<file path="src/rtl/mult_div_unit.sv">
// rtl/mult_div_unit.sv - iterative 32-bit MULT/MULTU/DIV/DIVU unit with HI/LO result registers
module mult_div_unit (
    input  logic        Clk,
    input  logic        Rst_n,
    input  logic        Start,
    input  logic [1:0]  Op,
    input  logic [31:0] Data1,
    input  logic [31:0] Data2,
    output logic        Busy,
    output logic        Done,
    output logic [31:0] HI,
    output logic [31:0] LO,
    output logic        Div_By_Zero
);

    localparam logic [1:0] S_IDLE = 2'd0;
    localparam logic [1:0] S_CALC = 2'd1;
    localparam logic [1:0] S_FIX  = 2'd2;
    localparam logic [1:0] S_DONE = 2'd3;

    logic [1:0]  state;
    logic [1:0]  op_q;
    logic [31:0] opnd;
    logic [63:0] acc;
    logic [31:0] rem;
    logic [4:0]  cnt;
    logic        prod_neg;
    logic        rem_neg;
    logic        zero_div;

    logic        in_signed;
    logic        in_div;
    logic        in_zero;
    logic [31:0] d1_abs;
    logic [31:0] d2_abs;
    logic        accept;

    logic [32:0] mul_sum;
    logic [32:0] div_shift;
    logic [32:0] div_diff;
    logic        div_ok;

    logic        fix_signed;
    logic [63:0] mul_res;
    logic [31:0] quo_res;
    logic [31:0] rem_res;

    assign in_signed = ~Op[0];
    assign in_div    = Op[1];
    assign in_zero   = in_div && (Data2 == 32'd0);
    assign d1_abs    = (in_signed && Data1[31]) ? -Data1 : Data1;
    assign d2_abs    = (in_signed && Data2[31]) ? -Data2 : Data2;
    assign accept    = Start && ((state == S_IDLE) || (state == S_DONE));

    // Multiply: multiplier sits in acc[31:0] and shifts out LSB-first while the
    // partial product grows down from acc[63:32].
    assign mul_sum   = {1'b0, acc[63:32]} + (acc[0] ? {1'b0, opnd} : 33'd0);

    // Divide: dividend shifts out of acc[31:0] MSB-first, quotient bits shift in.
    assign div_shift = {rem, acc[31]};
    assign div_diff  = div_shift - {1'b0, opnd};
    assign div_ok    = ~div_diff[32];

    assign fix_signed = ~op_q[0] && ~zero_div;
    assign mul_res    = (fix_signed && prod_neg) ? -acc : acc;
    assign quo_res    = (fix_signed && prod_neg) ? -acc[31:0] : acc[31:0];
    assign rem_res    = (fix_signed && rem_neg) ? -rem : rem;

    always_ff @(posedge Clk or negedge Rst_n) begin
        if (!Rst_n) begin
            state       <= S_IDLE;
            op_q        <= 2'd0;
            opnd        <= 32'd0;
            acc         <= 64'd0;
            rem         <= 32'd0;
            cnt         <= 5'd0;
            prod_neg    <= 1'b0;
            rem_neg     <= 1'b0;
            zero_div    <= 1'b0;
            Busy        <= 1'b0;
            Done        <= 1'b0;
            HI          <= 32'd0;
            LO          <= 32'd0;
            Div_By_Zero <= 1'b0;
        end else begin
            case (state)
                S_IDLE, S_DONE: begin
                    Done <= 1'b0;
                    if (accept) begin
                        op_q     <= Op;
                        opnd     <= in_div ? d2_abs : d1_abs;
                        // A zero divisor keeps the raw dividend so it falls out
                        // of the iterations unchanged as the remainder.
                        acc      <= in_div ? {32'd0, (in_zero ? Data1 : d1_abs)}
                                           : {32'd0, d2_abs};
                        rem      <= 32'd0;
                        prod_neg <= Data1[31] ^ Data2[31];
                        rem_neg  <= Data1[31];
                        zero_div <= in_zero;
                        cnt      <= 5'd0;
                        Busy     <= 1'b1;
                        state    <= S_CALC;
                    end else begin
                        state <= S_IDLE;
                    end
                end
                S_CALC: begin
                    cnt <= cnt + 5'd1;
                    if (op_q[1]) begin
                        rem       <= div_ok ? div_diff[31:0] : div_shift[31:0];
                        acc[31:0] <= {acc[30:0], div_ok};
                    end else begin
                        acc <= {mul_sum, acc[31:1]};
                    end
                    if (cnt == 5'd31) begin
                        state <= S_FIX;
                    end
                end
                S_FIX: begin
                    if (op_q[1]) begin
                        HI          <= rem_res;
                        LO          <= quo_res;
                        Div_By_Zero <= zero_div;
                    end else begin
                        HI          <= mul_res[63:32];
                        LO          <= mul_res[31:0];
                        Div_By_Zero <= 1'b0;
                    end
                    Busy  <= 1'b0;
                    Done  <= 1'b1;
                    state <= S_DONE;
                end
                default: begin
                    state <= S_IDLE;
                end
            endcase
        end
    end

endmodule
</file>
<file path="config.mk">
export PLATFORM = sky130hd
export DESIGN_NAME = mult_div_unit
export DESIGN_NICKNAME = d
export VERILOG_FILES = /design/src/rtl/mult_div_unit.sv
export SDC_FILE = /design/constraint.sdc
export NUM_CORES = 1
export LEC_CHECK = 0
export BUFFER_PORTS_ARGS = -buffer_cell sky130_fd_sc_hd__buf_2
export CAP_MARGIN = 10
export CORE_UTILIZATION = 55
export CTS_CLUSTER_SIZE = 16
export DETAILED_ROUTE_END_ITERATION = 16
export PLACE_DENSITY = 0.76
export SETUP_SLACK_MARGIN = 0.15
export SYNTH_ARGS = -nofsm -noshare
export SYNTH_HDL_FRONTEND = slang
export SYNTH_SLANG_ARGS = --single-unit
</file>
<file path="constraint.sdc">
create_clock -name Clk -period 5.1 [get_ports Clk]
set_clock_uncertainty 0.15 [all_clocks]
set_input_delay 0.255 -clock Clk [delete_from_list [all_inputs] [get_ports Clk]]
set_output_delay 0.255 -clock Clk [all_outputs]
set_load 0.03 [all_outputs]
</file>
==> results by group, run 1 <==
Place
  • Cells after DPL: roughly 2,600
  • Placement Setup Slack: 902.3 ps
  • Placer Congestion: 0.9988
  • Port Buf Inserts: 135
  • DP HPWL: ~40,000 um

Route
  • DR iter-0 viols: 1,854
  • Vias per cell: roughly 6.2
  • DRC: 0
  • ANT nets after route: 0
  • Post-DR wirelength/cell: 20.19 um
  • Routed WL: 52,950 um
  • Routed vias: 16,390
  • DR pass1 iterations: 7

STA
  • Fmax achieved: 0.2365 GHz
  • Final setup viols: 0
  • Fin crit period: 4229 ps
  • Final Hold Fails: 0
  • Setup WS post-layout: 871.3 ps
  • RSZ-0062 raised after global routing: no
  • Least-Margin Pin Slew: around 1100 ps
  • Fin crit share: 0.8292
  • Post-route setup TNS: 0 ps
  • Min Hold Slack: 62.69 ps
  • Max_slew headroom: 0.2528
  • Slew Limit Fails: 0

Synth
  • Async SR Flop Fraction: 1.000
  • Top cells by instance count after synthesis: o21ai_0 (225), nand2_1 (218), nor2_1 (217), dfrtp_1 (207), a21oi_1 (205)
  • Seq/Total Area, Yosys: 0.3050
  • Top cell type's share of synthesized area: 0.3050
  • Most frequent cell after synthesis: o21ai_0
  • #FFs+latches synth: 207
  • Synthesized Nets: 2,291
  • Ys flop type: dfrtp_1
  • Synth Cell Area: 0.01698 mm^2
  • Synth Warn #: 0
  • Synth area leader: dfrtp_1
  • Synthesized area per cell: between 7 and 8 um^2
  • Post-synth EDFFs: 0
  • Yosys cell types: 80
  • Syn Inst Count: roughly 2,100
  • Top post-synthesis cells by area: dfrtp_1 (30%), o21ai_0 (6.6%), a21oi_1 (6.0%), xnor2_1 (5.9%), ha_1 (5.4%)

Layout
  • Ratio of cells with drive above 1 in the final layout: 0.1155
  • ANT cells: 0
  • Nets: between 2,000 and 2,500
  • Layout Area Growth over Synthesis: 11.36%
  • Layout Cells excl Fill: ~2,600

Clock network
  • H-tree Lvls: 1
  • CTS tree: done
  • # Post-CTS Setup Buffers: 0
  • Clock Tree Root: clkbuf_16
  • CTS Buffer Depth: 3
  • CTS buffer count: 25
  • Clock-pin transition on the worst setup and hold timing paths: 60 ps
  • CTS Sinks: 207
  • Clock Latency Late Sink: roughly 550 ps

GRT
  • Initial antenna violation count: 0
  • Total GRT Usage: 0.3397
  • First-pass GRT wire length: 84,480 um
  • Pin count of the biggest net entering global routing: 119
  • Number of global-route vias before repair: ~15,000
  • Remaining global-route overflow: 0

Outcome
  • Status: completed

Floorplanning
  • IO Count: 136
  • Initial Utilization: 0.5655
  • Die ar.: 0.03159 mm^2
  • Die X: 177.7 um
  • Placement Rows: between 60 and 70
  • Core Box Area: 0.03003 mm^2
  • Chip height: 177.7 um

Critical path
  • WP data arrival: between 4000 and 5000 ps
  • Critical path capture point type: flip-flop
  • Setup crit start kind: flip-flop
  • CP Data Required Time: roughly 5400 ps
  • Worst-path fanout max: 31
  • Crit path kind: flip-flop to flip-flop

Pwr
  • Max VDD drop: 0.0004823 V
  • PD cells: 612.9 mW/mm^2
  • P_leak: 0.008442 uW
  • Total power: 11,590 uW

Min path
  • Worst Hold Class: input pin to flip-flop

Run
  • Reported max-cap violation count: 0
==> metal layers <==
| layer | vias to the layer above | share of wire | wire, um | track usage |
|---|---|---|---|---|
| met5 | - | 0 | 0 | 0 |
| met4 | 0 | 0.027 | 1408 | 0.09081 |
| met3 | 83 | 0.087 | 4583 | 0.05141 |
| met2 | 732 | 0.44 | 23440 | 0.5264 |
| met1 | 7776 | 0.44 | 23520 | 0.4911 |
| li1 | 7802 | - | - | - |
==> layout by cell type, fill, tap and decap left out, types with 17 or more instances in the layout <==
| cell | n |
|---|---|
| o21ai_0 | 225 |
| nand2_1 | 217 |
| nor2_1 | 217 |
| dfrtp_1 | 206 |
| a21oi_1 | 205 |
| buf_2 | 133 |
| xnor2_1 | 115 |
| xor2_1 | 104 |
| inv_1 | 79 |
| ha_1 | 72 |
| mux2i_1 | 68 |
| nor3_1 | 42 |
| nand3_1 | 33 |
| a21o_1 | 28 |
| buf_4 | 28 |
| o31ai_1 | 27 |
| or3_1 | 27 |
| nand2b_1 | 25 |
| clkbuf_16 | 25 |
| a31oi_1 | 21 |
| o211ai_1 | 19 |
| nor4_1 | 17 |
==> sequential cells by signal (all words and copies together), names as in the netlist <==
signal	cells
Done	1
cnt	5
acc	64
prod_neg	1
state	2
HI	32
Busy	1
rem_neg	1
rem	32
opnd	32
op_q	2
Div_By_Zero	1
zero_div	1
LO	32
==> final timing paths <==
check	slack, ps	end	start	depth (start not counted)
min in group asynchronous	170	HI[12]	Rst_n	2
worst max register to register	870	acc[61]	acc[0]	13
max in group asynchronous	3530	acc[3]	Rst_n	3
worst max-delay path	870	acc[61]	acc[0]	13
worst min register to register	330	opnd[10]	opnd[10]	2
worst min-delay path	60	opnd[18]	Data2[18]	4
==> layout make-up <==
class	instances	area, um^2
repair buffers	169	977.2
fillers	2696	11120
inverters	81	304.0
clock buffers	34	729.5
well taps	390	488.0
flip-flops and latches	207	5184
multi-input cells	1730	11020
clock inverters	12	209.0
==> per-stage QoR <==
step / utilization / instance area, um^2
after global routing: 0.6298 / 18910
final: 0.6298 / 18910
after detailed placement: 0.5956 / 17890
after CTS: 0.6288 / 18890
after floorplan: - / 16980
after global placement: 0.5956 / 17890
==> critical path, stage by stage, from the launching register on <==
cell and delay (ps):
dfrtp_1 440, inv_1 90, buf_4 300, nor2_1 90, ha_1 330, nor2b_1 190, o21ai_0 120, a21boi_0 340
o31ai_1 200, a2111oi_0 790, o21ai_0 320, a311oi_1 310, o21ai_0 160, a32o_1 260
==> where the power goes <==
group          switching [uW]  leakage, uW  internal, uW
logic                    4210      0.00538          2310
clock network             749     0.000457          1260
registers                 790      0.00261          2270
total                    5750      0.00844          5840
==> timing repair <==
item | 4_1_cts | 5_1_grt
resized for setup | 0 | 0
hold endpoints to repair | 97 | 0
endpoints found under the setup margin | 0 | 0
hold buffers | 6 | 0
==> cells by family (layout without fill, tap and decap cells) <==
family	after synthesis	count (layout)	synth area share
AO/OA/AOI/OAI	671	671	0.2391
adder cells (fa/ha/maj)	75	75	0.05614
flip-flops	207	207	0.3050
multiplexers	84	84	0.05068
XOR/XNOR	219	219	0.1129
buffers and inverters	210	296	0.04774
AND/OR/NAND/NOR	681	681	0.1884
(Power assumes the default switching activity.)
==> run 2, diff against run 1 <==
Settings changed: PLACE_DENSITY 0.76 to 0.79.
Clock period 5.1 ns to 3.6 ns, I/O delays scaled along.
==> run 2 against run 1 <==
Sequential share of layout area decreased by 1.9 points; first-iteration DRC count increased by 9.5%; maximum frequency increased by 26%; final cell count increased by 6.0%; total power increased by 49%; worst hold slack got worse by 50 ps; combinational power increased by 63%; core utilization increased by 4.7 points; sequential power increased by 32%; register-to-register slack got worse by 620 ps; die area unchanged.
==> results by group, run 2 (synthesis gave the netlist of run 1 again) <==
Critical path
  • Critical path capture point type: flip-flop
  • Worst-case reg-to-reg path depth: 10 (-3)
  • Worst-path fanout max: 7 (-77%)
  • Crit path kind: flip-flop to flip-flop
  • Crit path cell chain: nor4_2 -> nand2_1 -> nor4_4 -> buf_4 -> nand3_1 -> nor2_2 -> a41oi_1 -> xnor2_1 -> mux2i_1 -> mux2_2
  • CP Data Required Time: 3880 ps (-1480 ps)
  • FF-to-FF setup slack: 250 ps (-620 ps)
  • Setup crit start kind: flip-flop
  • Reg-to-reg endpoint: HI[31]
  • Reg2reg start: acc[6]
  • WP data arrival: 3620 ps (-870 ps)
  • Crit-path max cell delay: 660 ps (-130 ps)
  • Slowest CP cell: nor4_2

Place
  • DP HPWL: 43,270 um (+6.6%)
  • Placer Congestion: 0.9878 (-1.1%)
  • Port Buf Inserts: 135 (unchanged)
  • Area after DPL: 0.01895 mm^2 (+5.9%)
  • Placement Setup Slack: -207.2 ps (-1109 ps)

Floorplanning
  • IO Count: 136 (unchanged)
  • Core Box Area: 0.03003 mm^2 (unchanged)
  • Initial Utilization: 0.5655 (unchanged)
  • Die X: 177.7 um (unchanged)
  • Placement Rows: 63 (unchanged)
  • Chip height: 177.7 um (unchanged)
  • Die ar.: 0.03159 mm^2 (unchanged)

Clock network
  • Clock Latency Late Sink: 550 ps (about the same)
  • H-tree Lvls: 1 (unchanged)
  • Clock Tree Root: clkbuf_16
  • Clock-pin transition on the worst setup and hold timing paths: 60 ps (about the same)
  • CTS Buffer Depth: 3 (unchanged)
  • CTS Sinks: 207 (unchanged)
  • CTS buffer count: 23 (-8.0%)
  • CTS tree: done

Run
  • Reported max-cap violation count: 0 (unchanged)

STA
  • Max_slew headroom: 0.3642 (+0.1114)
  • RSZ-0062 raised after global routing: yes
  • Min Hold Slack: 12.33 ps (-50.37 ps)
  • Fin crit period: 3345 ps (-883.6 ps)
  • Fmax achieved: 0.2989 GHz (+26%)
  • Final setup viols: 0 (unchanged)
  • Slew Limit Fails: 0 (unchanged)
  • Setup WS post-layout: 255.0 ps (-616.4 ps)
  • Fin crit share: 0.9292 (+0.1000)
  • Final Hold Fails: 0 (unchanged)
  • Least-Margin Pin Slew: 952.6 ps (-165.8 ps)

Pwr
  • P_leak: 0.009234 uW (+9.4%)
  • PD cells: 849.2 mW/mm^2 (+39%)
  • Max VDD drop: 0.0004857 V (+0.70%)

Route
  • Routed WL: 56,960 um (+7.6%)
  • Routed vias: 17,420 (+6.3%)
  • DR iter-0 viols: 2,030 (+9.5%)
  • DR pass1 iterations: 6 (-1)
  • ANT nets after route: 0 (unchanged)
  • DRC: 0 (unchanged)
  • Vias per cell: 6.268 (+0.29%)
  • Post-DR wirelength/cell: 20.49 um (+1.5%)

GRT
  • First-pass GRT wire length: 89,070 um (+5.4%)
  • Pin count of the biggest net entering global routing: 103 (-13%)
  • Number of global-route vias before repair: 16,300 (+6.3%)
  • Total GRT Usage: 0.3591 (+0.01937)
  • Initial antenna violation count: 0 (unchanged)
  • Remaining global-route overflow: 0 (unchanged)

Layout
  • Nets: 2,517 (+6.7%)
  • ANT cells: 0 (unchanged)
  • Ratio of cells with drive above 1 in the final layout: 0.1791 (+0.06354)
  • Reg with most FFs: acc
  • Most frequent cells in the layout: o21ai_0 (218), nand2_1 (217), nor2_1 (213), dfrtp_1 (206), a21oi_1 (201)
  • Layout Area Growth over Synthesis: 19.64%
  • Commonest non-fill, non-tap cell in the layout: o21ai_0
  • Fin util: 0.6766 (+0.04683)
  • Design Area, Final: 0.02032 mm^2 (+7.4%)
  • Flip-flop count of the largest register after layout: 64 (unchanged)

Min path
  • Worst Hold Class: input pin to flip-flop
  • Hold Path Stages: 5 (+1)
  • Hold path start: Data1[30]
  • WHS Endpoint: opnd[30]

Outcome
  • Status: completed
run 2: cell types whose count changed in the layout (fill, tap and decap cells not counted), moves of 3 or more:
| cell | delta |
|---|---|
| buf_4 | +136 |
| dlygate4sd3_1 | +19 |
| nor2_2 | +4 |
| nor2_1 | -4 |
| o21ai_0 | -7 |
| o31ai_1 | -3 |
| buf_12 | +6 |
| o21ai_1 | +5 |
| a21oi_1 | -4 |
| nor4_4 | +3 |
| a21oi_2 | +4 |
run 2: how the worst max path moves through the flow:
stage | start | end | slack (ps) | cells after the start
3_3_place_gp | acc[0] | acc[62] | -70 | 14
5_1_grt | acc[0] | acc[62] | 120 | 14
4_1_cts | acc[0] | acc[62] | 130 | 13
3_5_place_dp | opnd[0] | rem[11] | -210 | 12
2_1_floorplan | acc[0] | acc[61] | 190 | 13
6_report | acc[6] | HI[31] | 250 | 10
run 2: critical path, delay by kind of cell, from the launching register on:
family	cells	cell delay [ps]
flops	1	390
compound gates	1	180
xor+xnor	1	260
simple gates	5	1680
buf+inv	1	200
mux	2	360
run 2: cell type report:
type	instances	area (um^2)
clock buffers	31	655.6
clock inverters	11	177.7
fillers	2447	9713
inverters	81	304.0
multi-input cells	1730	11220
flip-flops and latches	207	5184
well taps	390	488.0
repair buffers	330	2292
run 2: through the flow:
stage                     total power (uW)  std cells  setup TNS (ps)
after detailed placement             14070       2703           -3956
final                                17260       2780               0
after CTS                            16800       2775               0
after global placement               13820       2703          -690.6
after global routing                 18280       2780               0
after floorplan                      10590       2147               0
run 2: where the power goes:
group | total, uW | switching, uW | internal, uW
registers | 4040 | 817 | 3220
clock network | 2630 | 1060 | 1580
logic | 10600 | 6620 | 3960
run 2: layer usage:
| layer | share of wire | global-route usage |
|---|---|---|
| met1 | 0.43 | 0.4963 |
| met2 | 0.45 | 0.5715 |
| met3 | 0.092 | 0.06427 |
| met4 | 0.029 | 0.1047 |
| met5 | 0 | 0 |
run 2: timing repair:
| item | 4_1_cts | 5_1_grt |
|---|---|---|
| hold buffers | 25 | 0 |
| resized for setup | 15 | 36 |
| setup endpoints to repair | 49 | 52 |
| gates cloned | 0 | 0 |
| endpoints found under the hold margin | 124 | 0 |
| pin swaps | 8 | 17 |
| buffers inserted | 5 | 5 |
==> run 3, diff against run 2 <==
Settings changed: RECOVER_POWER from default to 25.
==> run 3 against run 2 <==
The run now ends with capacitance limit, slew limit left; combinational power hardly changed; final cell count stayed put; total power hardly changed; worst hold slack better by 1.2 ps; critical path depth is 3 higher; largest cell class unchanged; sequential share of layout area hardly changed; setup slack worse by 9.8 ps; global-route usage stayed put; critical path type unchanged.
==> results by group, run 3 (synthesis gave the netlist of run 1 again) <==
Critical path
  • Crit path kind: flip-flop to flip-flop
  • Worst-path fanout max: 4 (-3)
  • Reg-to-reg endpoint: acc[62]
  • CP Data Required Time: 3880 ps (about the same)
  • Critical path capture point type: flip-flop
  • Reg2reg start: acc[0]
  • WP data arrival: 3640 ps (+20 ps)
  • FF-to-FF setup slack: 250 ps (about the same)
  • Crit path from: acc[0]
  • Worst-case reg-to-reg path depth: 13 (+3)
  • Setup crit start kind: flip-flop

STA
  • Fin crit share: 0.9319 (+0.002732)
  • Fmax achieved: 0.2981 GHz (-0.29%)
  • Least-Margin Pin Slew: 2532 ps (+1579 ps)
  • RSZ-0062 raised after global routing: yes
  • Final Hold Fails: 0 (unchanged)
  • Final setup viols: 0 (unchanged)
  • Post-route setup TNS: 0 ps (unchanged)
  • Fin crit period: 3355 ps (+9.835 ps)
  • Slew Limit Fails: 97 (+97)
  • Max_slew headroom: -0.6877 (-1.052)

Route
  • Vias per cell: 6.283 (+0.24%)
  • Routed WL: 57,030 um (+0.14%)
  • ANT nets after route: 0 (unchanged)
  • Routed vias: 17,470 (+0.24%)
  • DRC: 0 (unchanged)
  • DR iter-0 viols: 2,030 (unchanged)
  • DR pass1 iterations: 6 (unchanged)
  • Post-DR wirelength/cell: 20.52 um (+0.14%)

Layout
  • Most frequent cells in the layout: o21ai_0 (218), nand2_1 (217), nor2_1 (213), dfrtp_1 (206), a21oi_1 (201)
  • Reg with most FFs: acc
  • Layout Area Growth over Synthesis: 19.59% (about the same)
  • Ratio of cells with drive above 1 in the final layout: 0.1791 (unchanged)
  • Commonest non-fill, non-tap cell in the layout: o21ai_0
  • ANT cells: 0 (unchanged)
  • Flip-flop count of the largest register after layout: 64 (unchanged)
  • Nets: 2,517 (unchanged)
  • Fin util: 0.6763 (about the same)

Run
  • Reported max-cap violation count: 1 (+1)

Outcome
  • Status: finished, violations left
  • Violated checks: capacitance limit, slew limit

Place
  • Port Buf Inserts: 135 (unchanged)
  • DP HPWL: 43,270 um (unchanged)
  • Placer Congestion: 0.9878 (unchanged)

Min path
  • Hold path start: Data1[30]
  • WHS Endpoint: opnd[30]
  • Worst Hold Class: input pin to flip-flop
  • Hold Path Stages: 5 (unchanged)

Floorplanning
  • Die ar.: 0.03159 mm^2 (unchanged)
  • Chip height: 177.7 um (unchanged)
  • Initial Utilization: 0.5655 (unchanged)
  • Core Box Area: 0.03003 mm^2 (unchanged)
  • Die X: 177.7 um (unchanged)
  • IO Count: 136 (unchanged)
  • Placement Rows: 63 (unchanged)

Clock network
  • CTS Buffer Depth: 3 (unchanged)
  • CTS tree: done
  • CTS buffer count: 23 (unchanged)
  • Clock-pin transition on the worst setup and hold timing paths: 60 ps (about the same)
  • Clock Tree Root: clkbuf_16
  • H-tree Lvls: 1 (unchanged)
  • Clock Latency Late Sink: 550 ps (about the same)
  • CTS Sinks: 207 (unchanged)

Pwr
  • P_leak: 0.009231 uW (about the same)
  • PD cells: 850.1 mW/mm^2 (+0.11%)
  • Max VDD drop: 0.0004867 V (+0.21%)

GRT
  • Pin count of the biggest net entering global routing: 103 (unchanged)
  • Remaining global-route overflow: 0 (unchanged)
  • Total GRT Usage: 0.3591 (unchanged)
  • Initial antenna violation count: 0 (unchanged)
  • First-pass GRT wire length: 89,070 um (unchanged)
  • Number of global-route vias before repair: 16,300 (unchanged)
-- run 3: cell counts in the layout (fill, tap and decap cells not counted) --
No cell type changed its count.
-- run 3: final cells by class --
| type | instances | area [um^2] |
|---|---|---|
| inverter | 81 | 304.0 |
| sequential | 207 | 5184 |
| fill | 2447 | 9722 |
| clock inverter | 11 | 177.7 |
| tap | 390 | 488.0 |
| multi-input combinational | 1730 | 11220 |
| clock buffer | 31 | 655.6 |
| timing repair buffer | 330 | 2283 |
-- run 3: repair_timing --
action | in CTS | in global routing
buffers inserted | 5 | 5
resized for setup | 15 | 36
cloned | 0 | 0
endpoints found under the setup margin | 49 | 52
hold buffers | 25 | 0
pin swaps | 8 | 17
endpoints found under the hold margin | 124 | 0
-- run 3: worst max-delay path, cell delays in order, from the launching register on --
cell and delay [ps]:
dfrtp_1 430, buf_4 180, nand2_1 100, inv_1 60, ha_1 280, a21oi_2 160
and4b_1 230, o211ai_1 310, a2111o_1 300, a21oi_2 90, or4b_4 540, a31oi_4 160
xnor2_1 80, a22o_1 170
-- run 3: how the worst max path moves through the flow --
stage                          to  slack [ps]  cells after the start
after detailed placement  rem[11]        -210                     12
after CTS                 acc[62]         130                     13
after global placement    acc[62]         -70                     14
final                     acc[62]         250                     13
after floorplan           acc[61]         190                     13
after global routing      acc[62]         120                     14
-- run 3: metrics by stage --
| step | cell area [um^2] | power, uW | cells | hold slack (ps) | worst slack [ps] |
|---|---|---|---|---|---|
| 2_1_floorplan | 16980 | 10590 | 2147 | -265.6 | 194.1 |
| 3_3_place_gp | 18950 | 13820 | 2703 | 166.0 | -73.55 |
| 3_5_place_dp | 18950 | 14070 | 2703 | 171.8 | -207.2 |
| 4_1_cts | 20130 | 16800 | 2775 | 1.959 | 132.8 |
| 5_1_grt | 20310 | 18280 | 2780 | 27.16 | 115.7 |
| 6_report | 20310 | 17270 | 2780 | 13.49 | 245.1 |
-- run 3: power breakdown --
part	internal, uW	switching (uW)	total, uW
registers	3220	818	4040
logic	3960	6630	10600
clock network	1580	1050	2630
-- run 3: metal layers --
layer	up-vias	global-route usage	wire length [um]	share of wire
met5	-	0	0	0
met4	0	0.1047	1656	0.029
met3	124	0.06427	5292	0.093
met2	906	0.5715	25720	0.45
met1	8325	0.4963	24360	0.43
li1	8111	-	-	-
